## config.mk

```make
export PLATFORM = sky130hd
export DESIGN_NAME = dnn_img_loader_flat
export DESIGN_NICKNAME = d
export VERILOG_FILES = /design/src/rtl/dnn_img_loader_if.sv /design/src/rtl/dnn_img_loader.sv /design/src/flat_wrapper.sv
export SDC_FILE = /design/constraint.sdc
export NUM_CORES = 1
export LEC_CHECK = 0
export CORE_MARGIN = 3
export CORE_UTILIZATION = 44
export DETAILED_ROUTE_END_ITERATION = 12
export PLACE_DENSITY = 0.7
export SLEW_MARGIN = 0
export SYNTH_ARGS = -nofsm -noshare
export SYNTH_HDL_FRONTEND = slang
export SYNTH_SLANG_ARGS = --single-unit
```

## constraint.sdc

```tcl
create_clock -name clk -period 3.5 [get_ports clk]
set_input_delay 0.7 -clock clk [delete_from_list [all_inputs] [get_ports clk]]
set_output_delay 0.7 -clock clk [all_outputs]
set_load 0.05 [all_outputs]
```

## src/rtl/dnn_img_loader_if.sv

```systemverilog
// dnn_img_loader_if: bundles the pixel stream, memory write port,
// engine control and result handshake around the image loader.
// Ports: none; master = loader side, slave = environment side.
interface dnn_img_loader_if #(
    parameter int DATA_WIDTH = 8,
    parameter int ADDR_WIDTH = 16
) ();
    logic                           s_valid;
    logic                           s_ready;
    logic [DATA_WIDTH-1:0]          s_data;
    logic                           s_last;
    logic                           wr_en;
    logic [ADDR_WIDTH-1:0]          wr_addr;
    logic [DATA_WIDTH-1:0]          wr_data;
    logic                           eng_reset;
    logic                           eng_start;
    logic                           eng_done;
    logic [9:0][DATA_WIDTH-1:0]     eng_out;
    logic                           res_valid;
    logic                           res_ready;
    logic [3:0]                     res_class;
    logic [DATA_WIDTH-1:0]          res_score;
    logic                           err_len;

    modport master (
        input  s_valid, s_data, s_last, eng_done, eng_out, res_ready,
        output s_ready, wr_en, wr_addr, wr_data, eng_reset, eng_start,
        output res_valid, res_class, res_score, err_len
    );

    modport slave (
        output s_valid, s_data, s_last, eng_done, eng_out, res_ready,
        input  s_ready, wr_en, wr_addr, wr_data, eng_reset, eng_start,
        input  res_valid, res_class, res_score, err_len
    );
endinterface

```

## src/rtl/dnn_img_loader.sv

```systemverilog
// dnn_img_loader: writes one image into activation memory, clears and
// starts the engine, waits for done, then returns argmax of 10 outputs.
// Ports: clk, rst (async active-low), bus (dnn_img_loader_if.master).
module dnn_img_loader #(
    parameter int DATA_WIDTH  = 8,
    parameter int ADDR_WIDTH  = 16,
    parameter int ADDR_BASE_A = 0,
    parameter int NUM_PIXELS  = 784
) (
    input  logic             clk,
    input  logic             rst,
    dnn_img_loader_if.master bus
);
    localparam int CW = $clog2(NUM_PIXELS);

    typedef enum logic [2:0] {
        S_LOAD,
        S_CLR,
        S_START,
        S_WAIT,
        S_ARGMAX,
        S_RESULT
    } state_t;

    state_t                state_q, state_d;
    logic [CW-1:0]         cnt_q, cnt_d;
    logic [3:0]            ai_q, ai_d;
    logic                  s_ready_q, s_ready_d;
    logic                  wr_en_q, wr_en_d;
    logic [ADDR_WIDTH-1:0] wr_addr_q, wr_addr_d;
    logic [DATA_WIDTH-1:0] wr_data_q, wr_data_d;
    logic                  err_q, err_d;
    logic [DATA_WIDTH-1:0] cap_q [10];
    logic [DATA_WIDTH-1:0] cap_d [10];
    logic [DATA_WIDTH-1:0] best_q, best_d;
    logic [3:0]            idx_q, idx_d;
    logic [3:0]            res_class_q, res_class_d;
    logic [DATA_WIDTH-1:0] res_score_q, res_score_d;
    logic                  beat;
    logic                  last_pix;

    assign beat     = bus.s_valid & s_ready_q;
    assign last_pix = (cnt_q == CW'(NUM_PIXELS - 1));

    always_ff @(posedge clk or negedge rst) begin
        if (!rst) begin
            state_q <= S_LOAD;
        end else begin
            state_q <= state_d;
        end
    end

    always_comb begin
        state_d     = state_q;
        cnt_d       = cnt_q;
        ai_d        = ai_q;
        wr_en_d     = 1'b0;
        wr_addr_d   = wr_addr_q;
        wr_data_d   = wr_data_q;
        err_d       = err_q;
        cap_d       = cap_q;
        best_d      = best_q;
        idx_d       = idx_q;
        res_class_d = res_class_q;
        res_score_d = res_score_q;
        unique case (state_q)
            S_LOAD: begin
                if (beat) begin
                    wr_en_d   = 1'b1;
                    wr_addr_d = ADDR_WIDTH'(ADDR_BASE_A)
                              + ADDR_WIDTH'(cnt_q);
                    wr_data_d = bus.s_data;
                    if (last_pix) begin
                        cnt_d   = '0;
                        state_d = S_CLR;
                        if (!bus.s_last) err_d = 1'b1;
                    end else if (bus.s_last) begin
                        // Short frame: keep the write, drop the frame.
                        cnt_d = '0;
                        err_d = 1'b1;
                    end else begin
                        cnt_d = cnt_q + CW'(1);
                    end
                end
            end
            S_CLR:   state_d = S_START;
            S_START: state_d = S_WAIT;
            S_WAIT: begin
                if (bus.eng_done) begin
                    for (int k = 0; k < 10; k++) cap_d[k] = bus.eng_out[k];
                    ai_d    = '0;
                    state_d = S_ARGMAX;
                end
            end
            S_ARGMAX: begin
                // ai==0 seeds with out[0]; ai=1..9 each do one compare.
                if (ai_q == 4'd0) begin
                    best_d = cap_q[0];
                    idx_d  = 4'd0;
                end else if ($signed(cap_q[ai_q]) > $signed(best_q)) begin
                    best_d = cap_q[ai_q];
                    idx_d  = ai_q;
                end
                ai_d = ai_q + 4'd1;
                if (ai_q == 4'd9) begin
                    res_score_d = best_d;
                    res_class_d = idx_d;
                    state_d     = S_RESULT;
                end
            end
            S_RESULT: begin
                if (bus.res_ready) state_d = S_LOAD;
            end
            default: state_d = S_LOAD;
        endcase
        s_ready_d = (state_d == S_LOAD);
    end

    always_ff @(posedge clk or negedge rst) begin
        if (!rst) begin
            cnt_q       <= '0;
            ai_q        <= '0;
            s_ready_q   <= 1'b0;
            wr_en_q     <= 1'b0;
            wr_addr_q   <= '0;
            wr_data_q   <= '0;
            err_q       <= 1'b0;
            best_q      <= '0;
            idx_q       <= '0;
            res_class_q <= '0;
            res_score_q <= '0;
            for (int k = 0; k < 10; k++) cap_q[k] <= '0;
        end else begin
            cnt_q       <= cnt_d;
            ai_q        <= ai_d;
            s_ready_q   <= s_ready_d;
            wr_en_q     <= wr_en_d;
            wr_addr_q   <= wr_addr_d;
            wr_data_q   <= wr_data_d;
            err_q       <= err_d;
            best_q      <= best_d;
            idx_q       <= idx_d;
            res_class_q <= res_class_d;
            res_score_q <= res_score_d;
            for (int k = 0; k < 10; k++) cap_q[k] <= cap_d[k];
        end
    end

    assign bus.s_ready   = s_ready_q;
    assign bus.wr_en     = wr_en_q;
    assign bus.wr_addr   = wr_addr_q;
    assign bus.wr_data   = wr_data_q;
    assign bus.eng_reset = (state_q == S_CLR);
    assign bus.eng_start = (state_q == S_START);
    assign bus.res_valid = (state_q == S_RESULT);
    assign bus.res_class = res_class_q;
    assign bus.res_score = res_score_q;
    assign bus.err_len   = err_q;
endmodule
```

## src/flat_wrapper.sv

```systemverilog
// flat-port wrapper written by rule: the top's interface ports become plain ports
module dnn_img_loader_flat 
#(
    parameter int DATA_WIDTH  = 8,
    parameter int ADDR_WIDTH  = 16,
    parameter int ADDR_BASE_A = 0,
    parameter int NUM_PIXELS  = 784
)
  (clk, rst, bus_s_valid, bus_s_data, bus_s_last, bus_eng_done, bus_eng_out, bus_res_ready, bus_s_ready, bus_wr_en, bus_wr_addr, bus_wr_data, bus_eng_reset, bus_eng_start, bus_res_valid, bus_res_class, bus_res_score, bus_err_len);
  dnn_img_loader_if #(.DATA_WIDTH(DATA_WIDTH), .ADDR_WIDTH(ADDR_WIDTH)) bus_i ();
  input  logic clk;
  input  logic rst;
  input wire logic [$bits(bus_i.s_valid)-1:0] bus_s_valid;
  input wire logic [$bits(bus_i.s_data)-1:0] bus_s_data;
  input wire logic [$bits(bus_i.s_last)-1:0] bus_s_last;
  input wire logic [$bits(bus_i.eng_done)-1:0] bus_eng_done;
  input wire logic [$bits(bus_i.eng_out)-1:0] bus_eng_out;
  input wire logic [$bits(bus_i.res_ready)-1:0] bus_res_ready;
  output wire logic [$bits(bus_i.s_ready)-1:0] bus_s_ready;
  output wire logic [$bits(bus_i.wr_en)-1:0] bus_wr_en;
  output wire logic [$bits(bus_i.wr_addr)-1:0] bus_wr_addr;
  output wire logic [$bits(bus_i.wr_data)-1:0] bus_wr_data;
  output wire logic [$bits(bus_i.eng_reset)-1:0] bus_eng_reset;
  output wire logic [$bits(bus_i.eng_start)-1:0] bus_eng_start;
  output wire logic [$bits(bus_i.res_valid)-1:0] bus_res_valid;
  output wire logic [$bits(bus_i.res_class)-1:0] bus_res_class;
  output wire logic [$bits(bus_i.res_score)-1:0] bus_res_score;
  output wire logic [$bits(bus_i.err_len)-1:0] bus_err_len;
  assign bus_i.s_valid = bus_s_valid;
  assign bus_i.s_data = bus_s_data;
  assign bus_i.s_last = bus_s_last;
  assign bus_i.eng_done = bus_eng_done;
  assign bus_i.eng_out = bus_eng_out;
  assign bus_i.res_ready = bus_res_ready;
  assign bus_s_ready = bus_i.s_ready;
  assign bus_wr_en = bus_i.wr_en;
  assign bus_wr_addr = bus_i.wr_addr;
  assign bus_wr_data = bus_i.wr_data;
  assign bus_eng_reset = bus_i.eng_reset;
  assign bus_eng_start = bus_i.eng_start;
  assign bus_res_valid = bus_i.res_valid;
  assign bus_res_class = bus_i.res_class;
  assign bus_res_score = bus_i.res_score;
  assign bus_err_len = bus_i.err_len;
  dnn_img_loader #(.DATA_WIDTH(DATA_WIDTH), .ADDR_WIDTH(ADDR_WIDTH), .ADDR_BASE_A(ADDR_BASE_A), .NUM_PIXELS(NUM_PIXELS)) u_core (.clk(clk), .rst(rst), .bus(bus_i));
endmodule
```

### Word level (Yosys, flattened, before mapping)

Cells that the tools add are included.

* word-level logic and storage cells: 69
* input port bits: 94
* register bits: 142
* output and inout port bits: 42

* order comparisons: 2
* bitwise operators: 2
* $add $sub $neg: 2
* eq/ne operators: 9
* reductions and logical operators: 10
* multiplexer cells: 22

Operators with widths (number)
* 8-bit binary-select mux with 4-bit select: 1
* 8-bit 2-to-1 mux: 4
* 10-bit 2-to-1 mux: 2
* 3-bit one-hot mux with 6 select lines: 1
* 3-bit 2-to-1 mux: 5
* 4-bit 2-to-1 mux: 3
* 10-bit by 1-bit adder with 10-bit output (second input constant): 1
* 10-bit == test (second input constant): 1
* 8-bit > comparator: 1
* 4-bit one-hot mux with 2 select lines: 1
* 2-bit AND reduction: 4
* 3-bit by 2-bit == test with 1-bit output (second input constant): 2
* 3-bit == test (second input constant): 2
* 3-bit logical NOT: 2
* 5-bit >= comparator (second input constant): 1
* 1-bit 2-to-1 mux: 5
* 4-bit NOT with 5-bit output: 1
* 4-bit by 1-bit adder with 4-bit output (second input constant): 1
* 4-bit == test (second input constant): 1
* 4-bit logical NOT: 1
* 2-bit inequality test (second input constant): 2
* 4-bit AND reduction: 1
* 2-bit nonzero test: 2
* 3-bit by 1-bit == test with 1-bit output (second input constant): 1
* 1-bit AND: 1

### Longest topological paths before layout

* word-level depth: 7
* depth in mapped cells: 13
* depth with buffers taken out: 9

### Worst setup path before layout

Ideal clock, no wire load.

* path kind: flip-flop to flip-flop
* from: reg u_core.ai_q[0]
* to: reg u_core.best_q[2]
* library setup time: 123 ps
* data arrival time: 2937 ps
* cell stages (with the launch flop): 10
* data required time: 3377 ps
* clock period less this slack: 3060 ps
* slack: 440 ps
* cell sequence: dfrtp_1 -> buf_6 -> mux4_2 -> a221o_1 -> ha_1 -> and4_1 -> o2111ai_1 -> a31oi_4 -> nand3_2 -> o221a_2

* longest elaborated chain between the ends: 7
* elaborated cells on any way between the ends: 8
* those cells by class: order compare (1); mux (5); bitwise (1); reduce/logical (1)

Ends and longest elaborated chain
* start: declaration: line dnn_img_loader.sv:27 `logic [3:0] ai_q, ai_d;`
* start signal: assignment: line dnn_img_loader.sv:135 `ai_q <= ai_d;`
* 4-bit NOT with 5-bit output (implied by the code): line dnn_img_loader.sv:100, dnn_img_loader.sv:101
* 8-bit binary-select mux with 4-bit select: line dnn_img_loader.sv:100, dnn_img_loader.sv:101
* 8-bit 2-to-1 mux (implied by the code) (2 in a row): line dnn_img_loader.sv:100, dnn_img_loader.sv:101
* 8-bit > comparator: line dnn_img_loader.sv:100 `end else if ($signed(cap_q[ai_q]) > $signed(best_q)) begin`
* 8-bit 2-to-1 mux: line dnn_img_loader.sv:100
* 8-bit 2-to-1 mux (*): line dnn_img_loader.sv:97 `if (ai_q == 4'd0) begin`
* end signal: assignment: line dnn_img_loader.sv:141 `best_q <= best_d;`
* end: declaration: line dnn_img_loader.sv:35 `logic [DATA_WIDTH-1:0] best_q, best_d;`

Mark *: on every way between the ends. The rest lies on a longest branch, timed or not. The select of a mux whose other input is x is not followed.
A chain may end at the register's enable or synchronous reset.

### Worst setup path in the final report

* from: reg u_core.ai_q[0]
* to: reg u_core.best_q[4]

The elaborated chain is that of the path after synthesis.

==> summary.md <==
## STA
* **number of failing setup endpoints in the final timing report** 0
* **setup tns final** 0 ns
* **Final Slew Violations** 0
* **number of endpoints with negative hold slack in the final report** 0
* **Final Cycle Share** 95.6%
* **transition time at the pin with the least slew margin** 1.16 ns
* **shortest clock period the worst path allows after layout** 3.34 ns
* **final worst clock skew** 0.00778 ns
* **relative slew slack** 22.5%
* **unrepaired setup endpoints after global routing** no
* **maximum operating frequency** 0.299 GHz

## Place
* **DPL Wire Length** 11,500 um
* **RD Place Congestion** 0.899
* **Port-buffer cells** 129
* **Cells after DPL** 835

## CTS
* **clock latency on the worst-skew pair** 0.42 ns
* **number of clock buffers inserted by TritonCTS** 17
* **clock tree from TritonCTS** done
* **clk sink count** 142
* **clock slew seen by the registers of the worst setup and hold paths** 0.06 ns
* **Root Buffer Master** sky130_fd_sc_hd__clkbuf_16
* **H-tree levels** 4
* **maximum number of buffers from clock root to sink** 2

## Worst setup path
* **number of cells on the worst reg-to-reg path** 10
* **Startpoint Class** flop
* **data required time at the worst endpoint** 3.81 ns
* **CP Max Fanout** 7
* **category of the most critical setup path** reg -> reg
* **capturing element type of the critical path** flop
* **worst endpoint data arrival time** 3.65 ns

## Finish
* **sequential cell area** 3560 um^2
* **commonest cells after routing, fill and taps aside** sky130_fd_sc_hd__dfrtp_1, sky130_fd_sc_hd__clkdlybuf4s50_1, sky130_fd_sc_hd__mux2_2, sky130_fd_sc_hd__nand2_1, sky130_fd_sc_hd__mux2i_1
* **leading cell type in the layout, fill and taps excluded** sky130_fd_sc_hd__dfrtp_1
* **ratio of cells with drive above 1 in the final layout** 24.1%
* **area occupied by multi-input gates** 2870 um^2
* **diodes inserted** 0
* **Final #Nets** 782
* **layout-stage area growth over the synthesis result** 31.7%
* **Fill cells** 1,155
* **number of cells in the finished layout apart from fillers** 872

## Power and ir drop
* **relative contribution of sequential cells to total power** 33.9%
* **Comb pwr share** 43.8%
* **Max VDD drop** 0.000435 V
* **switching share of total power** 35.4%
* **cell internal pwr** 5.29 mW
* **Net Switching** 2.89 mW
* **Pwr Density** 932 nW/um^2
* **clock network power share** 22.3%
* **Pleak** 3.91 nW

## Synth
* **number of enable-type register cells in the synthesized netlist** 0
* **synthesis-stage register bit count** 142
* **synthesized-area fraction occupied by adder cells** 2.25%
* **post-synthesis share of cell area spent on and, or, nand and nor gates** 9.89%
* **proportion of synthesized flip-flops having asynchronous set or reset** 100%
* **Yosys top cell area share** 53.3%
* **mux contribution to synthesized area** 21.6%
* **compound-cell area share of the yosys netlist** 7.60%
* **top area cells in the synthesized netlist** sky130_fd_sc_hd__dfrtp_1, sky130_fd_sc_hd__mux2_2, sky130_fd_sc_hd__nand2_1
* **sequential cell area fraction in the yosys report** 53.3%
* **Ys Warns** 0
* **Yosys cell types** 56
* **most frequently used flop master after synthesis** sky130_fd_sc_hd__dfrtp_1
* **largest family of logic cells by synthesized area** multiplexers
* **Mapped Area** 6670 um^2
* **area share of xor/xnor cells in the synthesized design** 1.18%
* **synthesized instance count** 537
* **synthesized area per cell** 12.4 um^2
* **post-synthesis cell type with the largest combined area** sky130_fd_sc_hd__dfrtp_1

## Route
* **number of optimization iterations in the first detailed-route pass** 5
* **detailed-route via count** 4,644
* **# DRC** 0
* **count of nets left with antenna violations after detail routing** 0
* **WL per Instance** 18.0 um
* **Via-to-Cell Ratio** 5.33
* **Starting DRT DRC Count** 320
* **total length of routed wires** 15,700 um

## Global route
* **gr usage total** 19.6%
* **global-route wire length before repair** 25,400 um
* **via count of the first global-routing pass** 4,867
* **grt ovf** 0
* **number of antenna violations at the first check in global routing** 0
* **maximum number of pins on one net before global-route repair** 127

## Flow run
* **max capacitance violation total** 0

## Die
* **width of the chip** 129 um
* **die boundary height** 129 um
* **area of the die** 16,700 um^2
* **CORE AREA** 14,700 um^2
* **IO Pins** 136
* **cell row count** 44
* **starting utilization of the core area** 45.4%

## Status
* **outcome** finished, final reports clean

## Hold path
* **Hold/Removal Path Class** in -> async

[metal layers]
metal	GRT usage, %	part of all wire, %	vias to the layer above
met5	0	0	-
met1	26.3	45	2285
li1	-	-	2183
met3	4.08	4.4	26
met2	31.8	49	150
met4	6.55	1.7	0
[power by group through the flow]
stage	clock (mW)	sequential, mW	combinational [mW]
2_1_floorplan	0	2.82	2.43
3_3_place_gp	0	2.79	3.30
3_5_place_dp	0	2.81	3.43
4_1_cts	1.86	2.78	3.46
5_1_grt	1.93	2.84	3.86
6_report	1.83	2.77	3.58
[cells in the mapped netlist (4+ instances only)]
library cell and count:
sky130_fd_sc_hd__o21ai_1 6, sky130_fd_sc_hd__nor3_1 5, sky130_fd_sc_hd__mux4_2 7, sky130_fd_sc_hd__a21o_1 4, sky130_fd_sc_hd__xnor2_1 4, sky130_fd_sc_hd__o21ai_0 9, sky130_fd_sc_hd__ha_1 12, sky130_fd_sc_hd__and3_1 5
sky130_fd_sc_hd__buf_2 17, sky130_fd_sc_hd__inv_1 14, sky130_fd_sc_hd__dfrtp_1 142, sky130_fd_sc_hd__mux2i_1 25, sky130_fd_sc_hd__buf_6 5, sky130_fd_sc_hd__o221a_2 5, sky130_fd_sc_hd__clkbuf_1 6, sky130_fd_sc_hd__nor2_1 12
sky130_fd_sc_hd__a221o_1 5, sky130_fd_sc_hd__or3_1 8, sky130_fd_sc_hd__nand2_1 82, sky130_fd_sc_hd__xor2_1 5, sky130_fd_sc_hd__o22ai_1 5, sky130_fd_sc_hd__buf_4 8, sky130_fd_sc_hd__a22o_1 5, sky130_fd_sc_hd__nand4_1 5
sky130_fd_sc_hd__mux2_2 88
[metrics by stage]
stage | worst slack, ns | instance area [um^2] | utilization, % | hold WS (ns) | total power [mW]
2_1_floorplan | 0.440 | 6690 | - | 0.404 | 5.25
3_3_place_gp | 0.144 | 8120 | 55.2 | 0.449 | 6.10
3_5_place_dp | 0.0423 | 8120 | 55.2 | 0.459 | 6.24
4_1_cts | 0.0276 | 8720 | 59.3 | 0.475 | 8.10
5_1_grt | 0.0444 | 8780 | 59.7 | 0.487 | 8.64
6_report | 0.155 | 8780 | 59.7 | 0.441 | 8.18
[critical path, stage by stage, from the launching register on]
cell and delay (ns):
sky130_fd_sc_hd__dfrtp_4 0.48, sky130_fd_sc_hd__buf_4 0.15, sky130_fd_sc_hd__mux4_2 0.51, sky130_fd_sc_hd__a221o_1 0.43, sky130_fd_sc_hd__ha_1 0.29, sky130_fd_sc_hd__and4_1 0.22, sky130_fd_sc_hd__a22oi_1 0.26, sky130_fd_sc_hd__a31oi_4 0.16
sky130_fd_sc_hd__buf_4 0.18, sky130_fd_sc_hd__o21a_2 0.26, sky130_fd_sc_hd__o221a_2 0.28
[registers in the layout, indices dropped and copies added, names as in the netlist]
name	flops
u_core.bus.wr_addr	10
u_core.bus.res_class	4
u_core.bus.err_len	1
u_core.ai_q	4
u_core.best_q	8
u_core.cap_q	80
u_core.cnt_q	10
u_core.bus.res_score	8
u_core.state_q	3
u_core.bus.s_ready	1
u_core.bus.wr_data	8
u_core.idx_q	4
u_core.bus.wr_en	1
[worst paths after layout]
| kind | slack [ns] | to | start |
|---|---|---|---|
| hold / removal | 0.44 | u_core.cap_q[3]$_DFFE_PN0P_ | rst |
| hold reg to reg | 0.46 | u_core.bus.err_len$_DFFE_PN0P_ | u_core.bus.err_len$_DFFE_PN0P_ |
| setup reg to reg | 0.16 | u_core.best_q[4]$_DFFE_PN0P_ | u_core.ai_q[0]$_DFFE_PN0P_ |
| max in group asynchronous | 2.10 | u_core.ai_q[0]$_DFFE_PN0P_ | rst |
| setup / recovery | 0.16 | u_core.best_q[4]$_DFFE_PN0P_ | u_core.ai_q[0]$_DFFE_PN0P_ |
| min in group clk | 0.46 | u_core.bus.err_len$_DFFE_PN0P_ | u_core.bus.err_len$_DFFE_PN0P_ |
[area by class of cell]
class / count / share of cell area, %
Clock buffer: 21 / 5.24
Tap cell: 184 / 2.62
Clock inverter: 10 / 1.58
Inverter: 14 / 0.599
Sequential cell: 142 / 40.5
Multi-Input combinational cell: 350 / 32.7
Timing Repair Buffer: 151 / 16.7
[repair_timing]
action                     in CTS  in global routing
hold buffers                    0                  0
buffers inserted                0                  6
setup endpoints to repair       0                 21
gates resized for setup         0                  1
[kinds of logic (layout without fill, tap and decap cells)]
family / after synthesis / in the layout
XOR/XNOR: 9 / 9
AO/OA/AOI/OAI: 61 / 61
adder cells (fa/ha/maj): 12 / 12
AND/OR/NAND/NOR: 140 / 140
multiplexers: 122 / 122
other: 1 / 6
buffers and inverters: 50 / 196
flip-flops: 142 / 142
(Power assumes the default switching activity.)
